## src/rtl/ex_stage.sv

```systemverilog
// ex_stage: execute stage with single-cycle ALU ops and a 32-step iterative
// shift-add multiplier, sitting behind a one-entry output register with stall handshake.
module ex_stage #(
    parameter int REG_ADDRESS_SIZE = 5,
    parameter int REG_SIZE         = 32
) (
    input  logic                          clk,
    input  logic                          reset,
    input  logic                          EX_valid_in,
    input  logic [REG_SIZE-1:0]           EX_operand1,
    input  logic [REG_SIZE-1:0]           EX_operand2,
    input  logic [2:0]                    EX_op,
    input  logic [REG_ADDRESS_SIZE+1:0]   EX_static_in,
    input  logic                          EX_stall_in,
    output logic                          EX_stall_out,
    output logic                          EX_valid_out,
    output logic [REG_SIZE-1:0]           EX_result,
    output logic [REG_ADDRESS_SIZE+1:0]   EX_static_out
);
    typedef enum logic {IDLE, MUL} state_t;

    state_t                        r_state, w_state_nx;
    logic [5:0]                    r_cnt;
    logic [REG_SIZE-1:0]           r_mcand, r_mplier, r_acc, r_result;
    logic [REG_ADDRESS_SIZE+1:0]   r_mstatic, r_static;
    logic                          r_valid;
    logic                          w_stall, w_accept, w_is_mul, w_free, w_mul_done;
    logic [REG_SIZE-1:0]           w_alu;

    assign w_stall       = (r_state == MUL) || (r_valid && EX_stall_in);
    assign w_accept      = EX_valid_in && !w_stall;
    assign w_is_mul      = EX_op == 3'b111;
    assign w_free        = !r_valid || !EX_stall_in;
    assign w_mul_done    = (r_state == MUL) && (r_cnt == 6'd32);
    assign EX_stall_out  = w_stall;
    assign EX_valid_out  = r_valid;
    assign EX_result     = r_result;
    assign EX_static_out = r_static;

    always_comb begin
        w_alu = '0;
        case (EX_op)
            3'b000:  w_alu = EX_operand1 + EX_operand2;
            3'b001:  w_alu = EX_operand1 - EX_operand2;
            3'b010:  w_alu = EX_operand1 & EX_operand2;
            3'b011:  w_alu = EX_operand1 | EX_operand2;
            3'b100:  w_alu = EX_operand1 ^ EX_operand2;
            3'b101:  w_alu = {{(REG_SIZE-1){1'b0}}, $signed(EX_operand1) < $signed(EX_operand2)};
            3'b110:  w_alu = EX_operand1 << EX_operand2[4:0];
            default: w_alu = '0;
        endcase
    end

    always_comb begin
        w_state_nx = r_state;
        if (r_state == IDLE && w_accept && w_is_mul)
            w_state_nx = MUL;
        else if (w_mul_done && w_free)
            w_state_nx = IDLE;
    end

    always_ff @(posedge clk or negedge reset) begin
        if (!reset)
            r_state <= IDLE;
        else
            r_state <= w_state_nx;
    end

    // Multiplier: one multiplier bit per cycle; counter parks at 32 while waiting for the output slot.
    always_ff @(posedge clk or negedge reset) begin
        if (!reset) begin
            r_cnt     <= '0;
            r_mcand   <= '0;
            r_mplier  <= '0;
            r_acc     <= '0;
            r_mstatic <= '0;
        end else if (w_accept && w_is_mul) begin
            r_cnt     <= '0;
            r_mcand   <= EX_operand1;
            r_mplier  <= EX_operand2;
            r_acc     <= '0;
            r_mstatic <= EX_static_in;
        end else if (r_state == MUL && r_cnt != 6'd32) begin
            if (r_mplier[0])
                r_acc <= r_acc + r_mcand;
            r_mcand  <= r_mcand << 1;
            r_mplier <= r_mplier >> 1;
            r_cnt    <= r_cnt + 6'd1;
        end
    end

    always_ff @(posedge clk or negedge reset) begin
        if (!reset) begin
            r_valid  <= 1'b0;
            r_result <= '0;
            r_static <= '0;
        end else if (w_accept && !w_is_mul) begin
            r_valid  <= 1'b1;
            r_result <= w_alu;
            r_static <= EX_static_in;
        end else if (w_mul_done && w_free) begin
            r_valid  <= 1'b1;
            r_result <= r_acc;
            r_static <= r_mstatic;
        end else if (r_valid && !EX_stall_in) begin
            r_valid <= 1'b0;
        end
    end
endmodule

```

## config.mk

```make
export PLATFORM = sky130hd
export DESIGN_NAME = ex_stage
export DESIGN_NICKNAME = d
export VERILOG_FILES = /design/src/rtl/ex_stage.sv
export SDC_FILE = /design/constraint.sdc
export NUM_CORES = 1
export LEC_CHECK = 0
export ABC_AREA = 1
export CAP_MARGIN = 20
export CELL_PAD_IN_SITES_DETAIL_PLACEMENT = 1
export CELL_PAD_IN_SITES_GLOBAL_PLACEMENT = 2
export CORE_MARGIN = 5
export CORE_UTILIZATION = 30
export CTS_CLUSTER_SIZE = 20
export DETAILED_ROUTE_END_ITERATION = 12
export PLACE_DENSITY_LB_ADDON = 0.1
export SETUP_SLACK_MARGIN = 0.05
export SYNTH_ARGS = -nofsm -noshare
export SYNTH_HDL_FRONTEND = slang
export SYNTH_SLANG_ARGS = --single-unit
```

## constraint.sdc

```tcl
create_clock -name clk -period 2.15 [get_ports clk]
set_input_delay 0.645 -clock clk [delete_from_list [all_inputs] [get_ports clk]]
set_output_delay 0.645 -clock clk [all_outputs]
set_load 0.1 [all_outputs]
```

==> qor.yml <==
antenna_found_initial: 0
fin_ws_ns: -0.152
vias: 22000
grt_overflow: 0
num_rows: 85
holdWs_ns: 0.0542
cp_data_arrival_time_ns: 2.69
start_util_pct: 30.3
tightestPinTransition_ns: 0.490
core_area_um2: 53700
fin_crit_ns: 2.30
yosysWarnings: 0
via_per_inst: 5.34
cap_violations: 0
ant_nets: 0
post-synth-top-area-cell: "dfrtp_1"
grt_pass1_vias: 22700
leakagePower_nw: 14.1
synthCells: 2670
synth_top_area_share_pct: 23.1
dr.pass1.iters: 5
layout.cells.non_filler: 4115
clockRootBuffer: "clkbuf_16"
clk_latency_ns: 0.51
track_usage_pct: 32.0
area_growth_pct: 73.6
port_buffers: 118
dp_cells: 3967
cts_tree: "done"
switching_share_pct: 44.9
synth_area_per_cell_um2: 6.08
grt_max_degree: 46
ios: 119
nets: 3634
clock.fmax_mhz: 434
dp_hpwl_um: 78300
fin_worst_skew_ns: 0.0198
ir_drop_mv: 0.658
drive_gt1_share_pct: 45.9
fin_crit_sh_pct: 107
wl_met1_um: 42400
ys_types: 49
p_sw_mw: 6.12
wirelength_um: 100000
cp_max_fo: 5
die_x_um: 243
cts.sinks: 150
synth_commonest_cells: "nand2_1, inv_1, nand3_1, nor2_1, dfrtp_1"
drt_iter0_drc: 1629
hold_path.class: "input port to async pin"
hold_viol_final: 0
synth.area.top_cells: "dfrtp_1, nand2_1, ha_1"
p_int_mw: 7.52
drv_slew: 0
htreeDepth: 4
clock_path_buffers: 2
p_total_mw: 13.6
drc: 0
critical_path_class: "input port to flop"
syn_nets: 2898
synth_edf_count: 0
outcome: "complete, but fails checks"
yosysSeqAreaShare_pct: 23.1
die-area_um2: 58900
async_reset_ff_share_pct: 100
power_frac_comb_pct: 51.7
place_congestion: 1.02
p_per_area_nw_per_um2: 484
cts_buffers: 17
syn_area_um2: 16200
start_kind: "input port"
end_kind: "flop"
p_seq_share_pct: 23.4
clkPwrFrac_pct: 24.9
grt_pass1_wl_um: 144000
top_layer_used: "met4"
die_h_um: 243
wire_per_inst_um: 24.4
finalSetupViolCount: 17
synth.most_common_cell: "nand2_1"
num_antenna_cells: 0
path_clk_slew_ns: 0.08
synth-seq-cells: 150
wl_met2_um: 47200
yosys_most_used_dff: "dfrtp_1"
violations: "negative setup slack"
maxSlewHeadroom_pct: 67.3
worstPathRequired_ns: 2.54
rsz0062_at_grt: "yes"
wl_met3_um: 4690
metrics by stage:
stage	instance area [um^2]	worst slack, ns	setup TNS, ns	utilization (%)
floorplan	16600	-0.0461	-0.105	-
global placement	23300	-1.37	-73.92	43.3
detailed placement	23300	-1.38	-81.36	43.3
CTS	26500	-0.0733	-0.333	49.3
global route	28200	-0.235	-3.00	52.5
finish	28200	-0.152	-1.08	52.5
cells in the final DEF (no fill, tap or decap), drive strengths merged, types with 16 or more instances in the layout:
master and count:
o211ai 36, o21ai 127, buf 780, nor2 214, o21bai 16, inv 411, clkbuf 41, nor3 31
a21oi 119, nand2 858, o221ai 51, dfrtp 150, ha 147, o22ai 36, nand3 288, nand4 26
final timing paths:
path,from,to,slack (ns),depth (start not counted)
min reg2reg,r_mstatic[1]$_DFFE_PN0P_,r_mstatic[1]$_DFFE_PN0P_,0.48,2
min,reset,r_acc[26]$_DFFE_PN0P_,0.05,1
max in group asynchronous,reset,r_mplier[5]$_DFFE_PN0P_,1.46,2
max reg2reg,r_acc[0]$_DFFE_PN0P_,r_acc[16]$_DFFE_PN0P_,-0.12,15
max,EX_operand1[0],EX_result[4]$_DFFE_PN0P_,-0.15,13
min in group clk,r_mstatic[1]$_DFFE_PN0P_,r_mstatic[1]$_DFFE_PN0P_,0.48,2
cell families (layout without fill, tap and decap cells):
| logic type | Yosys count | count (layout) | synth area share [%] |
|---|---|---|---|
| DFF | 150 | 150 | 23.1 |
| adders and majority gates | 150 | 150 | 11.7 |
| buffers and inverters | 511 | 1260 | 12.4 |
| xor gates and xnor gates | 5 | 5 | 0.270 |
| AOI/OAI and AO/OA | 417 | 417 | 15.6 |
| and+or+nand+nor | 1437 | 1437 | 36.9 |
registers in the layout, summed over array words and instances, names as in the netlist:
name           flops
r_acc             32
r_mstatic          7
r_mplier          32
r_mcand           32
r_cnt              6
EX_result         32
EX_valid_out       1
EX_static_out      7
r_state            1
worst max-delay path, cell delays in order:
cell,delay [ns]
buf_8,0.10
buf_6,0.11
ha_4,0.16
fa_2,0.41
nand2_2,0.12
nand2_2,0.09
and2_4,0.22
o21ai_1,0.17
a21oi_1,0.09
nor4_1,0.24
nand3_1,0.19
nand2_1,0.10
nand2_1,0.06
power groups by stage:
stage                     Clock, mW  Sequential (mW)  Combinational [mW]
final                          3.40             3.19                7.05
after floorplan                   0             3.92                1.91
after detailed placement          0             3.24                5.65
after global routing           3.56             3.21                7.39
after global placement            0             3.23                5.58
after CTS                      3.44             3.18                6.42
cell type report:
class                   count  area [um^2]
repair buffers            822         7500
well taps                 696          871
inverters                 406         1610
clock inverters            15          200
multi-input cells        2009        13800
flip-flops and latches    150         3750
fillers                  6655        25500
clock buffers              17          425
what timing repair did:
| item | 4_1_cts | 5_1_grt |
|---|---|---|
| setup buffers | 71 | 47 |
| cloned | 0 | 3 |
| gates resized for setup | 793 | 469 |
| pin swaps | 198 | 245 |
| hold buffers | 0 | 0 |
| endpoints found under the setup margin | 62 | 56 |
routing by layer:
| layer | vias to the layer above | track usage [%] |
|---|---|---|
| met1 | 10900 | 41.5 |
| met2 | 718 | 53.4 |
| met4 | 0 | 15.5 |
| li1 | 10200 | - |
| met5 | - | 0 |
| met3 | 214 | 3.28 |
No activity file was read; power rests on OpenSTA's default activity.
